**src/rtl/pipeline_ctrl_pkg.sv**
```systemverilog
// Shared types and helpers for the pipeline hazard/stall/flush controller.
package pipeline_ctrl_pkg;

    typedef enum logic {
        IDLE = 1'b0,
        WAIT = 1'b1
    } dmem_state_t;

    typedef logic [1:0] fwd_sel_t;

    localparam fwd_sel_t FWD_REG   = 2'd0;
    localparam fwd_sel_t FWD_EXMEM = 2'd1;
    localparam fwd_sel_t FWD_WB    = 2'd2;

    localparam int DMEM_TIMEOUT_DEFAULT = 255;

    // x0 is hardwired to zero, so it never carries a dependency.
    function automatic logic hz_match(input logic       wr,
                                      input logic [4:0] dest,
                                      input logic [4:0] src,
                                      input logic       used);
        return wr && (dest != 5'd0) && (dest == src) && used;
    endfunction

    // A load still in MEM has no data yet, so only the WB copy can bypass it.
    function automatic fwd_sel_t fwd_select(input logic [4:0] src,
                                            input logic       mem_wr,
                                            input logic [4:0] mem_dest,
                                            input logic       mem_ld,
                                            input logic       wb_wr,
                                            input logic [4:0] wb_dest);
        if (hz_match(mem_wr, mem_dest, src, 1'b1) && !mem_ld)
            return FWD_EXMEM;
        else if (hz_match(wb_wr, wb_dest, src, 1'b1))
            return FWD_WB;
        else
            return FWD_REG;
    endfunction

endpackage

```
**src/rtl/pipeline_ctrl_dmem_wait_fsm.sv**
```systemverilog
// Data-memory wait tracker: IDLE/WAIT FSM, frozen-cycle counter and sticky timeout flag.
module dmem_wait_fsm
    import pipeline_ctrl_pkg::*;
#(
    parameter int DMEM_TIMEOUT = DMEM_TIMEOUT_DEFAULT
) (
    input  logic i_clk,
    input  logic i_rst,
    input  logic i_req,
    input  logic i_ready,
    output logic o_freeze,
    output logic o_err,
    output logic o_state
);

    localparam int WAIT_W = (DMEM_TIMEOUT < 1) ? 1 : $clog2(DMEM_TIMEOUT + 1);
    localparam logic [WAIT_W-1:0] TMO = WAIT_W'(DMEM_TIMEOUT);

    dmem_state_t       r_state;
    logic [WAIT_W-1:0] r_wait_cnt;
    logic              r_err;
    logic [WAIT_W-1:0] w_cnt_inc;

    // Saturate so a very long wait cannot roll the counter back under the limit.
    assign w_cnt_inc = (r_wait_cnt == TMO) ? r_wait_cnt : r_wait_cnt + 1'b1;

    assign o_freeze = ((r_state == IDLE) && i_req && !i_ready) ||
                      ((r_state == WAIT) && !i_ready);
    assign o_err    = r_err;
    assign o_state  = r_state;

    always_ff @(posedge i_clk) begin
        if (!i_rst) begin
            r_state    <= IDLE;
            r_wait_cnt <= '0;
            r_err      <= 1'b0;
        end else begin
            case (r_state)
                IDLE: begin
                    if (i_req && !i_ready) begin
                        r_state    <= WAIT;
                        r_wait_cnt <= w_cnt_inc;
                        if (w_cnt_inc == TMO) r_err <= 1'b1;
                    end
                end
                WAIT: begin
                    if (i_ready) begin
                        r_state    <= IDLE;
                        r_wait_cnt <= '0;
                    end else begin
                        r_wait_cnt <= w_cnt_inc;
                        if (w_cnt_inc == TMO) r_err <= 1'b1;
                    end
                end
                default: begin
                    r_state    <= IDLE;
                    r_wait_cnt <= '0;
                end
            endcase
        end
    end

endmodule

```
**src/rtl/pipeline_ctrl.sv**
```systemverilog
// Hazard, stall and flush controller for the 5-stage pipeline.
// Define PIPELINE_FORWARDING_EN to enable operand forwarding (load-use stalls only).
module pipeline_ctrl
    import pipeline_ctrl_pkg::*;
#(
    parameter int CNT_W        = 32,
    parameter int DMEM_TIMEOUT = DMEM_TIMEOUT_DEFAULT
) (
    input  logic             clk,
    input  logic             rst,
    input  logic [4:0]       id_rs1_idx,
    input  logic [4:0]       id_rs2_idx,
    input  logic             id_rs1_used,
    input  logic             id_rs2_used,
    input  logic [4:0]       id_ex_rs1_idx,
    input  logic [4:0]       id_ex_rs2_idx,
    input  logic [4:0]       id_ex_dest_reg_idx,
    input  logic             id_ex_reg_wr,
    input  logic             id_ex_rd_mem,
    input  logic [4:0]       ex_mem_dest_reg_idx,
    input  logic             ex_mem_reg_wr,
    input  logic             ex_mem_rd_mem,
    input  logic             ex_mem_wr_mem,
    input  logic [4:0]       mem_wb_dest_reg_idx,
    input  logic             mem_wb_reg_wr,
    input  logic             ex_mem_take_branch,
    input  logic             dmem_ready,
    output logic             pc_enable,
    output logic             if_id_enable,
    output logic             id_ex_enable,
    output logic             ex_mem_enable,
    output logic             mem_wb_enable,
    output logic             if_id_flush,
    output logic             id_ex_flush,
    output logic             ex_mem_flush,
    output logic [1:0]       fwd_a_sel,
    output logic [1:0]       fwd_b_sel,
    output logic [CNT_W-1:0] stall_cycles,
    output logic [CNT_W-1:0] flush_events,
    output logic             dmem_err,
    output logic             dbg_dmem_state
);

    logic             w_freeze;
    logic             w_hz;
    logic             w_stall_evt;
    logic             w_flush_evt;
    fwd_sel_t         w_fwd_a;
    fwd_sel_t         w_fwd_b;
    logic [CNT_W-1:0] r_stall_cycles;
    logic [CNT_W-1:0] r_flush_events;

    dmem_wait_fsm #(
        .DMEM_TIMEOUT(DMEM_TIMEOUT)
    ) u_dmem_wait (
        .i_clk   (clk),
        .i_rst   (rst),
        .i_req   (ex_mem_rd_mem | ex_mem_wr_mem),
        .i_ready (dmem_ready),
        .o_freeze(w_freeze),
        .o_err   (dmem_err),
        .o_state (dbg_dmem_state)
    );

`ifdef PIPELINE_FORWARDING_EN
    assign w_hz = id_ex_rd_mem &&
                  (hz_match(id_ex_reg_wr, id_ex_dest_reg_idx, id_rs1_idx, id_rs1_used) ||
                   hz_match(id_ex_reg_wr, id_ex_dest_reg_idx, id_rs2_idx, id_rs2_used));
    assign w_fwd_a = fwd_select(id_ex_rs1_idx, ex_mem_reg_wr, ex_mem_dest_reg_idx,
                                ex_mem_rd_mem, mem_wb_reg_wr, mem_wb_dest_reg_idx);
    assign w_fwd_b = fwd_select(id_ex_rs2_idx, ex_mem_reg_wr, ex_mem_dest_reg_idx,
                                ex_mem_rd_mem, mem_wb_reg_wr, mem_wb_dest_reg_idx);
`else
    // The register file does not bypass, so any in-flight writer of a used source stalls ID.
    assign w_hz = hz_match(id_ex_reg_wr,  id_ex_dest_reg_idx,  id_rs1_idx, id_rs1_used) ||
                  hz_match(id_ex_reg_wr,  id_ex_dest_reg_idx,  id_rs2_idx, id_rs2_used) ||
                  hz_match(ex_mem_reg_wr, ex_mem_dest_reg_idx, id_rs1_idx, id_rs1_used) ||
                  hz_match(ex_mem_reg_wr, ex_mem_dest_reg_idx, id_rs2_idx, id_rs2_used) ||
                  hz_match(mem_wb_reg_wr, mem_wb_dest_reg_idx, id_rs1_idx, id_rs1_used) ||
                  hz_match(mem_wb_reg_wr, mem_wb_dest_reg_idx, id_rs2_idx, id_rs2_used);
    assign w_fwd_a = FWD_REG;
    assign w_fwd_b = FWD_REG;

    logic w_unused_fwd;
    assign w_unused_fwd = ^{id_ex_rs1_idx, id_ex_rs2_idx, id_ex_rd_mem};
`endif

    // Freeze wins over a branch; a branch wins over a hazard since the stalled instruction dies.
    assign w_flush_evt = !w_freeze && ex_mem_take_branch;
    assign w_stall_evt = w_freeze || (w_hz && !ex_mem_take_branch);

    always_comb begin
        pc_enable     = 1'b1;
        if_id_enable  = 1'b1;
        id_ex_enable  = 1'b1;
        ex_mem_enable = 1'b1;
        mem_wb_enable = 1'b1;
        if_id_flush   = 1'b0;
        id_ex_flush   = 1'b0;
        ex_mem_flush  = 1'b0;
        fwd_a_sel     = w_fwd_a;
        fwd_b_sel     = w_fwd_b;
        if (!rst) begin
            pc_enable     = 1'b0;
            if_id_enable  = 1'b0;
            id_ex_enable  = 1'b0;
            ex_mem_enable = 1'b0;
            mem_wb_enable = 1'b0;
            if_id_flush   = 1'b1;
            id_ex_flush   = 1'b1;
            ex_mem_flush  = 1'b1;
            fwd_a_sel     = FWD_REG;
            fwd_b_sel     = FWD_REG;
        end else if (w_freeze) begin
            pc_enable     = 1'b0;
            if_id_enable  = 1'b0;
            id_ex_enable  = 1'b0;
            ex_mem_enable = 1'b0;
            mem_wb_enable = 1'b0;
        end else if (ex_mem_take_branch) begin
            if_id_flush  = 1'b1;
            id_ex_flush  = 1'b1;
            ex_mem_flush = 1'b1;
        end else if (w_hz) begin
            pc_enable    = 1'b0;
            if_id_enable = 1'b0;
            id_ex_flush  = 1'b1;
        end
    end

    always_ff @(posedge clk) begin
        if (!rst) begin
            r_stall_cycles <= '0;
            r_flush_events <= '0;
        end else begin
            if (w_stall_evt) r_stall_cycles <= r_stall_cycles + 1'b1;
            if (w_flush_evt) r_flush_events <= r_flush_events + 1'b1;
        end
    end

    assign stall_cycles = r_stall_cycles;
    assign flush_events = r_flush_events;

endmodule

```
**config.mk**
```make
export PLATFORM = sky130hd
export DESIGN_NAME = pipeline_ctrl
export DESIGN_NICKNAME = d
export VERILOG_FILES = /design/src/rtl/pipeline_ctrl_pkg.sv /design/src/rtl/pipeline_ctrl_dmem_wait_fsm.sv /design/src/rtl/pipeline_ctrl.sv
export SDC_FILE = /design/constraint.sdc
export NUM_CORES = 1
export LEC_CHECK = 0
export ABC_AREA = 1
export CAP_MARGIN = 20
export CORE_MARGIN = 2
export CORE_UTILIZATION = 45
export DETAILED_ROUTE_END_ITERATION = 6
export DONT_BUFFER_PORTS = 1
export PLACE_DENSITY = 0.63
export SYNTH_ARGS = -nofsm -noshare
export SYNTH_HDL_FRONTEND = slang
export SYNTH_SLANG_ARGS = --single-unit
```
**constraint.sdc**
```tcl
create_clock -name clk -period 2.2 [get_ports clk]
set_input_delay 0.33 -clock clk [delete_from_list [all_inputs] [get_ports clk]]
set_output_delay 0.33 -clock clk [all_outputs]
set_load 0.01 [all_outputs]
```
==> out/results.txt <==
Status: finished, final reports clean
Req. time, crit path: 1.87 ns
Pwr/cell area: 550 nW/um2
Design area: 5130 um2
CTS Buffer Depth: 2
Slew headroom: 0.563
Global-route wire length before repair: 19700 um
Commonest non-fill, non-tap cells in the layout: 167 x nand2_1, 78 x nor2_1, 74 x dfxtp_1, 72 x inv_1, 62 x a21oi_1
RSZ-0062 raised after global routing: false
Reg-to-reg slack, setup: 0.32 ns
CTS buffer count: 9
Mapped Cells: 716
Worst hold slack: 0.100 ns
Vias in the first global route: 4204
Final TNS setup: 0 ns
Syn Area/Cell: 6.71 um2
Starting Density: 0.463
Fmax: 498 MHz
WP data arrival: 1.68 ns
Die ar.: 11500 um2
Startpoint Class: flop
Endpoints failing setup: 0
Post-cts resize count: 0
Final Hold Viols: 0
Clk_lat worst skew: 0.35 ns
Period minus WS final: 2.01 ns
Synth cell types: 38
Worst Skew: 0.0107 ns
Placed insts: 838
Clk sinks: 74
Layout area overhead: 6.69%
Most common cell after layout, fill and taps aside: nand2_1
Setup CP Type: reg2out
Grt ovf: 0
Worst-path clk slew: 0.08 ns
Chip width: 107 um
Iter 0 DRT Violations: 320
Drt pass-1 iters: 4
Initial antenna violation count: 0
Final std cells w/o fill: 854
Via count: 4437
Total wire length: 11900 um
Number of diodes: 0
ANT nets after route: 0
Post-CTS Setup Inserts: 0
Worst slew pin tran: 0.653 ns
Core footprint: 10400 um2
# rows: 37
# DRC: 0
Fin worst setup slack: 0.193 ns
Hold path cells: 2
Post-Place Setup Slack: 0.318 ns
Yosys warns: 0
Net count, final: 763
Max Slew Vio Count: 0
Placed inst area: 4900 um2
Lkg Pwr: 1.95 nW
I/O Buffers: 0
GRT Total Usage: 0.210
CTS tree: yes
HPWL Detailed: 8920 um
Vias per cell: 5.20
Routed length per placed instance: 14.0 um
IO Pins: 125
CTS H-tree lvls: 3
WHS Endpoint: flush_events[16]
Final cell utilization of the core: 0.494
Fillers: 1082
HP Class: in2reg
Maximum VDD drop: 0.000349 V
R2R depth: 7
Synthesized cell area: 4810 um2
Crit-path max FO: 13
Power Total: 2.82 mW
Critical register-to-register path startpoint: stall_cycles[0]
Post-synthesis sequential area ratio: 0.308
GPL Wtd Cong: 0.878
CP endpoint kind: output port
CTS Hold Bufs: 0
Final period util: 0.912
Clock Root Buffer: clkbuf_8
Die Height: 107 um
Max-Cap Viols: 0
Worst Min Path Start: rst
#FFs+latches synth: 74
Layout cells sized above 1: 0.0808
Largest net degree at the start of global routing: 42
Critical R2R Capture: stall_cycles[22]
[how the worst max path moves through the flow]
stage	start	to	slack, ns	depth (start not counted)
6_report	u_dmem_wait.o_state	id_ex_flush	0.19	6
5_1_grt	u_dmem_wait.o_state	id_ex_flush	0.06	6
4_1_cts	u_dmem_wait.o_state	id_ex_flush	0.07	6
3_5_place_dp	stall_cycles[0]	stall_cycles[22]	0.32	7
3_3_place_gp	flush_events[2]	flush_events[27]	0.34	10
2_1_floorplan	id_ex_dest_reg_idx[2]	pc_enable	0.33	11
[area by class of cell]
type                       instances  area, um2  share of cell area
timing repair buffer               9       67.6              0.0132
multi-input combinational        541       2890               0.563
clock inverter                     4       73.8              0.0144
tap                              136        170              0.0332
clock buffer                      12        155              0.0303
sequential                        74       1480               0.289
inverter                          78        293              0.0571
[per-layer routing]
layer / part of all wire / global-route usage / wire length, um / vias up
met5: 0 / 0 / 0 / -
met4: 0.0088 / 0.0577 / 105 / 0
met3: 0.070 / 0.0751 / 831 / 10
met2: 0.49 / 0.356 / 5870 / 92
met1: 0.43 / 0.250 / 5120 / 2027
li1: - / - / - / 2308
[power by group]
group / internal (mW) / switching [mW] / total [mW]
sequential: 1.35 / 0.0104 / 1.36
clock: 0.702 / 0.516 / 1.22
combinational: 0.0787 / 0.164 / 0.243
[worst max-delay path, cell delays in order, from the launching register on]
cell	delay, ns
dfxtp_1	0.41
inv_2	0.06
nand3_2	0.07
nand2_4	0.10
nand2_4	0.17
nand2_2	0.15
or2_2	0.35
[logic make-up after synthesis]
group / share of synthesized area
flops: 0.308
simple gates: 0.367
other cells: 0.000780
xor+xnor: 0.118
fa+ha+maj: 0.00781
compound gates: 0.103
buf+inv: 0.0940
[cells in the mapped netlist (all sizes together)]
cell type,n,area [um2]
buf,21,140
conb,1,3.75
or2,1,6.26
a32o,5,50.1
nand3,65,368
a21oi,62,310
and3,2,12.5
clkbuf,5,18.8
dfxtp,74,1480
a2bb2oi,1,8.76
a211oi,1,7.51
nor3,31,209
o21ai,18,90.1
xor2,43,377
ha,3,37.5
inv,77,289
nand2,173,677
clkinv,1,3.75
nor3b,3,22.5
nand4,15,100
o21a,4,30.0
nor4,3,18.8
nor2,85,352
xnor2,22,193
[sequential cells by signal, indices dropped and copies added (netlist names)]
name,count
flush_events,32
u_dmem_wait.o_err,1
stall_cycles,32
u_dmem_wait.r_wait_cnt,8
u_dmem_wait.o_state,1
Power figures use the tool's default switching activity.
